<file path="config.mk">
export PLATFORM = sky130hd
export DESIGN_NAME = playfield_renderer
export DESIGN_NICKNAME = d
export VERILOG_FILES = /design/src/rtl/playfield_renderer.sv
export SDC_FILE = /design/constraint.sdc
export NUM_CORES = 1
export LEC_CHECK = 0
export CAP_MARGIN = 20
export CORE_UTILIZATION = 30
export CTS_BUF_LIST = sky130_fd_sc_hd__clkbuf_2
export CTS_CLUSTER_SIZE = 20
export DETAILED_ROUTE_END_ITERATION = 10
export DONT_BUFFER_PORTS = 1
export HOLD_SLACK_MARGIN = 0.1
export PLACE_DENSITY_LB_ADDON = 0.25
export SYNTH_ARGS = -nofsm -noshare
export SYNTH_HDL_FRONTEND = slang
export SYNTH_SLANG_ARGS = --single-unit
</file>
<file path="constraint.sdc">
create_clock -name clk -period 5.65 [get_ports clk]
set_input_delay 0.565 -clock clk [delete_from_list [all_inputs] [get_ports clk]]
set_output_delay 0.565 -clock clk [all_outputs]
set_load 0.02 [all_outputs]
</file>
<file path="src/rtl/playfield_renderer.sv">
// playfield_renderer
//   On a start pulse, sweeps a column-major playfield held as a circular
//   column buffer in external synchronous RAM, then a rectangular sprite.
//   Emits one pixel per cycle on a vga_adapter-style x/y/colour/plot port.
// Ports:
//   clk, resetn (sync, active-low), start
//   col_head, sprite_x, sprite_y, sprite_colour : frame inputs, latched at start
//   col_rd, col_addr, col_data : column RAM interface (data one cycle after read)
//   x, y, colour, plot         : pixel output
//   busy, done                 : status (done is a one-cycle pulse)
module playfield_renderer #(
  parameter int unsigned   COLS  = 120,
  parameter int unsigned   ROWS  = 100,
  parameter int unsigned   X0    = 20,
  parameter int unsigned   Y0    = 10,
  parameter int unsigned   XW    = 8,
  parameter int unsigned   YW    = 7,
  parameter int unsigned   CW    = 3,
  parameter int unsigned   SPR_W = 4,
  parameter int unsigned   SPR_H = 6,
  parameter logic [CW-1:0] FG    = 3'b111,
  parameter logic [CW-1:0] BG    = 3'b000
) (
  input  logic                     clk,
  input  logic                     resetn,
  input  logic                     start,
  input  logic [$clog2(COLS)-1:0]  col_head,
  input  logic [XW-1:0]            sprite_x,
  input  logic [YW-1:0]            sprite_y,
  input  logic [CW-1:0]            sprite_colour,
  output logic                     col_rd,
  output logic [$clog2(COLS)-1:0]  col_addr,
  input  logic [ROWS-1:0]          col_data,
  output logic [XW-1:0]            x,
  output logic [YW-1:0]            y,
  output logic [CW-1:0]            colour,
  output logic                     plot,
  output logic                     busy,
  output logic                     done
);

  localparam int unsigned AW  = $clog2(COLS);
  localparam int unsigned RW  = $clog2(ROWS);
  localparam int unsigned SXW = (SPR_W > 1) ? $clog2(SPR_W) : 1;
  localparam int unsigned SYW = (SPR_H > 1) ? $clog2(SPR_H) : 1;

  typedef enum logic [2:0] {
    S_IDLE, S_FETCH, S_LATCH, S_PLOT, S_SPRITE, S_DONE
  } state_e;

  state_e            state_q, state_d;
  logic [AW-1:0]     c_q, c_d, head_q, head_d;
  logic [RW-1:0]     r_q, r_d;
  logic [SXW-1:0]    sx_q, sx_d;
  logic [SYW-1:0]    sy_q, sy_d;
  logic [XW-1:0]     spr_x_q, spr_x_d;
  logic [YW-1:0]     spr_y_q, spr_y_d;
  logic [CW-1:0]     spr_c_q, spr_c_d;
  logic [ROWS-1:0]   col_reg_q, col_reg_d;
  logic [XW-1:0]     x_q, x_d;
  logic [YW-1:0]     y_q, y_d;
  logic [CW-1:0]     colour_q, colour_d;
  logic              plot_q, plot_d, busy_q, busy_d, done_q, done_d;
  logic              col_rd_q, col_rd_d;
  logic [AW-1:0]     col_addr_q, col_addr_d;

  logic              load_sprite;
  logic [XW:0]       sum_x;
  logic [YW:0]       sum_y;

  // (head + c) mod COLS without a divider: both operands are < COLS.
  function automatic logic [AW-1:0] ring_addr(input logic [AW-1:0] head,
                                              input logic [AW-1:0] c);
    logic [AW:0] sum;
    sum = {1'b0, head} + {1'b0, c};
    if (sum >= (AW+1)'(COLS)) sum = sum - (AW+1)'(COLS);
    return sum[AW-1:0];
  endfunction

  // All outputs are registered, so each branch computes the outputs for the
  // state being entered. Entering PLOT from LATCH reads col_data directly
  // because col_reg is only being loaded on that same edge.
  always_comb begin
    state_d     = state_q;
    c_d         = c_q;
    r_d         = r_q;
    sx_d        = sx_q;
    sy_d        = sy_q;
    head_d      = head_q;
    spr_x_d     = spr_x_q;
    spr_y_d     = spr_y_q;
    spr_c_d     = spr_c_q;
    col_reg_d   = col_reg_q;
    x_d         = x_q;
    y_d         = y_q;
    colour_d    = colour_q;
    plot_d      = 1'b0;
    done_d      = 1'b0;
    col_rd_d    = 1'b0;
    col_addr_d  = col_addr_q;
    load_sprite = 1'b0;
    sum_x       = '0;
    sum_y       = '0;

    case (state_q)
      S_IDLE: begin
        if (start) begin
          head_d     = ({1'b0, col_head} >= (AW+1)'(COLS)) ? '0 : col_head;
          spr_x_d    = sprite_x;
          spr_y_d    = sprite_y;
          spr_c_d    = sprite_colour;
          c_d        = '0;
          state_d    = S_FETCH;
          col_rd_d   = 1'b1;
          col_addr_d = ring_addr(head_d, '0);
        end
      end
      S_FETCH: state_d = S_LATCH;
      S_LATCH: begin
        col_reg_d = col_data;
        r_d       = '0;
        state_d   = S_PLOT;
        plot_d    = 1'b1;
        x_d       = XW'(X0) + XW'(c_q);
        y_d       = YW'(Y0);
        colour_d  = col_data[0] ? FG : BG;
      end
      S_PLOT: begin
        if (r_q == RW'(ROWS - 1)) begin
          if (c_q == AW'(COLS - 1)) begin
            state_d     = S_SPRITE;
            sx_d        = '0;
            sy_d        = '0;
            load_sprite = 1'b1;
          end else begin
            c_d        = c_q + 1'b1;
            state_d    = S_FETCH;
            col_rd_d   = 1'b1;
            col_addr_d = ring_addr(head_q, c_d);
          end
        end else begin
          r_d      = r_q + 1'b1;
          plot_d   = 1'b1;
          y_d      = YW'(Y0) + YW'(r_d);
          colour_d = col_reg_q[r_d] ? FG : BG;
        end
      end
      S_SPRITE: begin
        if (sy_q == SYW'(SPR_H - 1)) begin
          sy_d = '0;
          if (sx_q == SXW'(SPR_W - 1)) begin
            state_d = S_DONE;
            done_d  = 1'b1;
          end else begin
            sx_d        = sx_q + 1'b1;
            load_sprite = 1'b1;
          end
        end else begin
          sy_d        = sy_q + 1'b1;
          load_sprite = 1'b1;
        end
      end
      S_DONE:  state_d = S_IDLE;
      default: state_d = S_IDLE;
    endcase

    // Sprite sums are one bit wider so a wrap past the screen edge is
    // seen as out of range rather than aliasing onto the playfield.
    if (load_sprite) begin
      sum_x    = {1'b0, spr_x_q} + (XW+1)'(sx_d);
      sum_y    = {1'b0, spr_y_q} + (YW+1)'(sy_d);
      x_d      = sum_x[XW-1:0];
      y_d      = sum_y[YW-1:0];
      colour_d = spr_c_q;
      plot_d   = (sum_x >= (XW+1)'(X0)) && (sum_x < (XW+1)'(X0 + COLS)) &&
                 (sum_y >= (YW+1)'(Y0)) && (sum_y < (YW+1)'(Y0 + ROWS));
    end

    busy_d = (state_d != S_IDLE);
  end

  always_ff @(posedge clk) begin
    if (!resetn) begin
      state_q    <= S_IDLE;
      c_q        <= '0;
      r_q        <= '0;
      sx_q       <= '0;
      sy_q       <= '0;
      head_q     <= '0;
      spr_x_q    <= '0;
      spr_y_q    <= '0;
      spr_c_q    <= '0;
      col_reg_q  <= '0;
      x_q        <= '0;
      y_q        <= '0;
      colour_q   <= '0;
      plot_q     <= 1'b0;
      busy_q     <= 1'b0;
      done_q     <= 1'b0;
      col_rd_q   <= 1'b0;
      col_addr_q <= '0;
    end else begin
      state_q    <= state_d;
      c_q        <= c_d;
      r_q        <= r_d;
      sx_q       <= sx_d;
      sy_q       <= sy_d;
      head_q     <= head_d;
      spr_x_q    <= spr_x_d;
      spr_y_q    <= spr_y_d;
      spr_c_q    <= spr_c_d;
      col_reg_q  <= col_reg_d;
      x_q        <= x_d;
      y_q        <= y_d;
      colour_q   <= colour_d;
      plot_q     <= plot_d;
      busy_q     <= busy_d;
      done_q     <= done_d;
      col_rd_q   <= col_rd_d;
      col_addr_q <= col_addr_d;
    end
  end

  assign x        = x_q;
  assign y        = y_q;
  assign colour   = colour_q;
  assign plot     = plot_q;
  assign busy     = busy_q;
  assign done     = done_q;
  assign col_rd   = col_rd_q;
  assign col_addr = col_addr_q;

endmodule

</file>
==> out/qor.csv <==
metric,value,unit
first-pass GRT wire length,40300,µm
num ports,157,
post-synth net total,1173,
DRC,0,
DP HPWL,16300,µm
pwr/cell area,240,nW/µm²
post-CTS setup buffer count,0,
DR vias/cell,4.91,
clock root buffer,clkbuf_2,
drt total wl,25000,µm
post-layout minimum cycle time,3.68,ns
via count,7563,
cts bufs inserted,17,
Initial Util,30.8,%
"Avg Cell Area, Syn",8.77,µm²
Total Neg Setup Slack,0,ns
Clock transition at path regs,0.31,ns
Crit. End Element,flip-flop,
top cell type by total area after synthesis,dfxtp_1,
hold_ws,0.227,ns
synthesis-to-layout area growth,24.6,%
# rows,62,
Die Y,175,µm
worst skew pair latency,0.78,ns
critical setup path kind,reg2reg,
Synth async-reset ratio,0,%
status,finished clean,
DR iter-0 viols,367,
Crit-path slowest cell,or4b_4,
P_leak,0.00425,µW
Die Area,30600,µm²
max-slew violation count,0,
clk buf depth,2,
Post-DRT Antenna Nets,0,
startpoint types,flip-flop,
Post-Layout Cell Count,1540,
met2 wire length,12300,µm
top sig layer,met4,
Worst path max stage delay,0.58,ns
WL met3,1140,µm
largest cells by area after synthesis,"dfxtp_1, nand2_1, a21boi_0, mux4_2, mux4_1",
prevailing post-synth register cell,dfxtp_1,
Pre-antenna DRT Iters,4,
CTS H-tree depth,4,
Worst Hold Class,in2reg,
number of library cell types mapped by synthesis,70,
gpl congestion,0.772,
M1 wire length,11400,µm
GRT overflow,0,
fillcell total,2947,
Post-synth EDFFs,0,
VDD IR max,192,µV
layout cells sized above 1,6.76,%
Netlist Area Pre-Place,8970,µm²
Placed Instances,1342,
Yosys warnings,0,
CTS sink cnt,176,
area of the core,29100,µm²
final setup violation count,0,
cell area after layout,11200,µm²
total track usage,16.6,%
fmax,0.272,GHz
Crit Path Max Fanout,6,
largest net degree at the start of global routing,145,
Yosys reg bits,176,
RSZ-0062 raised after global routing,no,
Critical Path AT,4.34,ns
final number of hold-violating endpoints,0,
"Cell Area, Placed",9220,µm²
WL per Instance,16.3,µm
initial antenna violation count,1,
"Cell Chain, Critical Path",or4b_4 -> nor2_2 -> nand2_1 -> o21ai_1 -> o21ai_0 -> a22o_1 -> ha_1 -> a21o_1 -> a21oi_1 -> xnor2_1 -> o21ai_0 -> nand2_1 -> nand4_1 -> o41ai_1,
sequential-to-total area share from yosys stat,39.3,%
# port buffers,0,
Max-Cap Viols,0,
area fraction of the dominant cell type after synthesis,39.3,%
CP Data Required Time,6.31,ns
slew margin rel.,38.2,%
die width,175,µm
Worst Tran Pin Value,0.928,ns
Clock Skew,0.0495,ns
Mapped Cells,1023,
Tcrit/Tclk final,65.2,%
CTS tree,built,
vias in the first global route,7626,
nets@finish,1291,
-- sequential cells by signal (all words and copies together) (netlist names), 7 cells and up --
register / count
col_reg_q: 100
head_q: 7
c_q: 7
col_addr: 7
spr_y_q: 7
spr_x_q: 8
x: 8
y: 7
r_q: 7
-- path summary, 6_finish.rpt --
kind | from | end | slack (ns) | cells past startpoint
setup / recovery | r_q[2] | plot | 1.97 | 14
hold reg to reg | col_reg_q[72] | col_reg_q[72] | 0.48 | 2
hold / removal | col_head[5] | col_addr[4] | 0.23 | 4
setup reg to reg | r_q[2] | plot | 1.97 | 14
-- routing by layer --
metal,track usage [%],vias up
met4,3.48,0
met2,28.7,154
met1,21.0,3564
met3,3.61,14
li1,-,3831
met5,0,-
-- placed cells by master, fill, tap and decap left out, types with 17 or more instances in the layout --
| cell type | instances |
|---|---|
| xnor2_1 | 18 |
| o21ai_0 | 27 |
| clkbuf_2 | 17 |
| nand3_1 | 41 |
| a21boi_0 | 131 |
| dfxtp_1 | 175 |
| nand2_1 | 288 |
| and2_1 | 17 |
| ha_1 | 18 |
| dlygate4sd3_1 | 162 |
-- final cells by class --
cell class | count | area (µm²) | area share [%]
antenna | 2 | 5.00 | 0.0448
tap | 384 | 480 | 4.30
sequential | 176 | 3520 | 31.5
inverter | 10 | 37.5 | 0.336
multi-input combinational | 764 | 5110 | 45.7
clock buffer | 17 | 85.1 | 0.761
timing repair buffer | 172 | 1740 | 15.5
clock inverter | 15 | 196 | 1.76
-- critical path: cells and delay by family, from the launching register on --
family,cells,cell delay (ns)
adders and majority gates,1,0.29
DFF,1,0.43
AOI/OAI and AO/OA,7,1.55
and+or+nand+nor,5,1.11
xor gates and xnor gates,1,0.22
-- stage by stage --
| stage | total power, µW | utilization (%) | setup WS (ns) |
|---|---|---|---|
| 2_1_floorplan | 1760 | - | 2.41 |
| 3_3_place_gp | 1850 | 31.7 | 2.15 |
| 3_5_place_dp | 1860 | 31.7 | 2.05 |
| 4_1_cts | 2720 | 38.3 | 1.97 |
| 5_1_grt | 2840 | 38.4 | 1.60 |
| 6_report | 2680 | 38.4 | 1.97 |
-- power by group --
part	switching, µW	internal (µW)
registers	99.0	1350
clock network	537	194
logic	266	238
-- Yosys cell counts (9+ instances only) --
cell        n
xnor2_1    18
nor2b_1    12
mux4_2     16
o21ai_0    27
a31oi_1    15
mux4_1     12
nand2_1   288
xor2_1     14
and2_1     17
nand3_1    42
o211a_1    13
ha_1       19
dfxtp_1   176
a21oi_1    11
clkbuf_1   59
nor2_1     17
inv_1      10
a21boi_0  131
mux2i_1     9
o211ai_1   10
-- what timing repair did --
item	in CTS	in global routing
resized for setup	0	0
hold endpoints to repair	176	0
hold buffers	163	0
-- kinds of logic after synthesis --
family / after synthesis / share of synthesized area [%]
XOR/XNOR: 33 / 3.31
AND/OR/NAND/NOR: 418 / 20.6
multiplexers: 39 / 8.79
buffers and inverters: 83 / 3.96
flip-flops: 176 / 39.3
adder cells (fa/ha/maj): 22 / 3.32
AO/OA/AOI/OAI: 252 / 20.8
No activity file was read; power rests on OpenSTA's default activity.
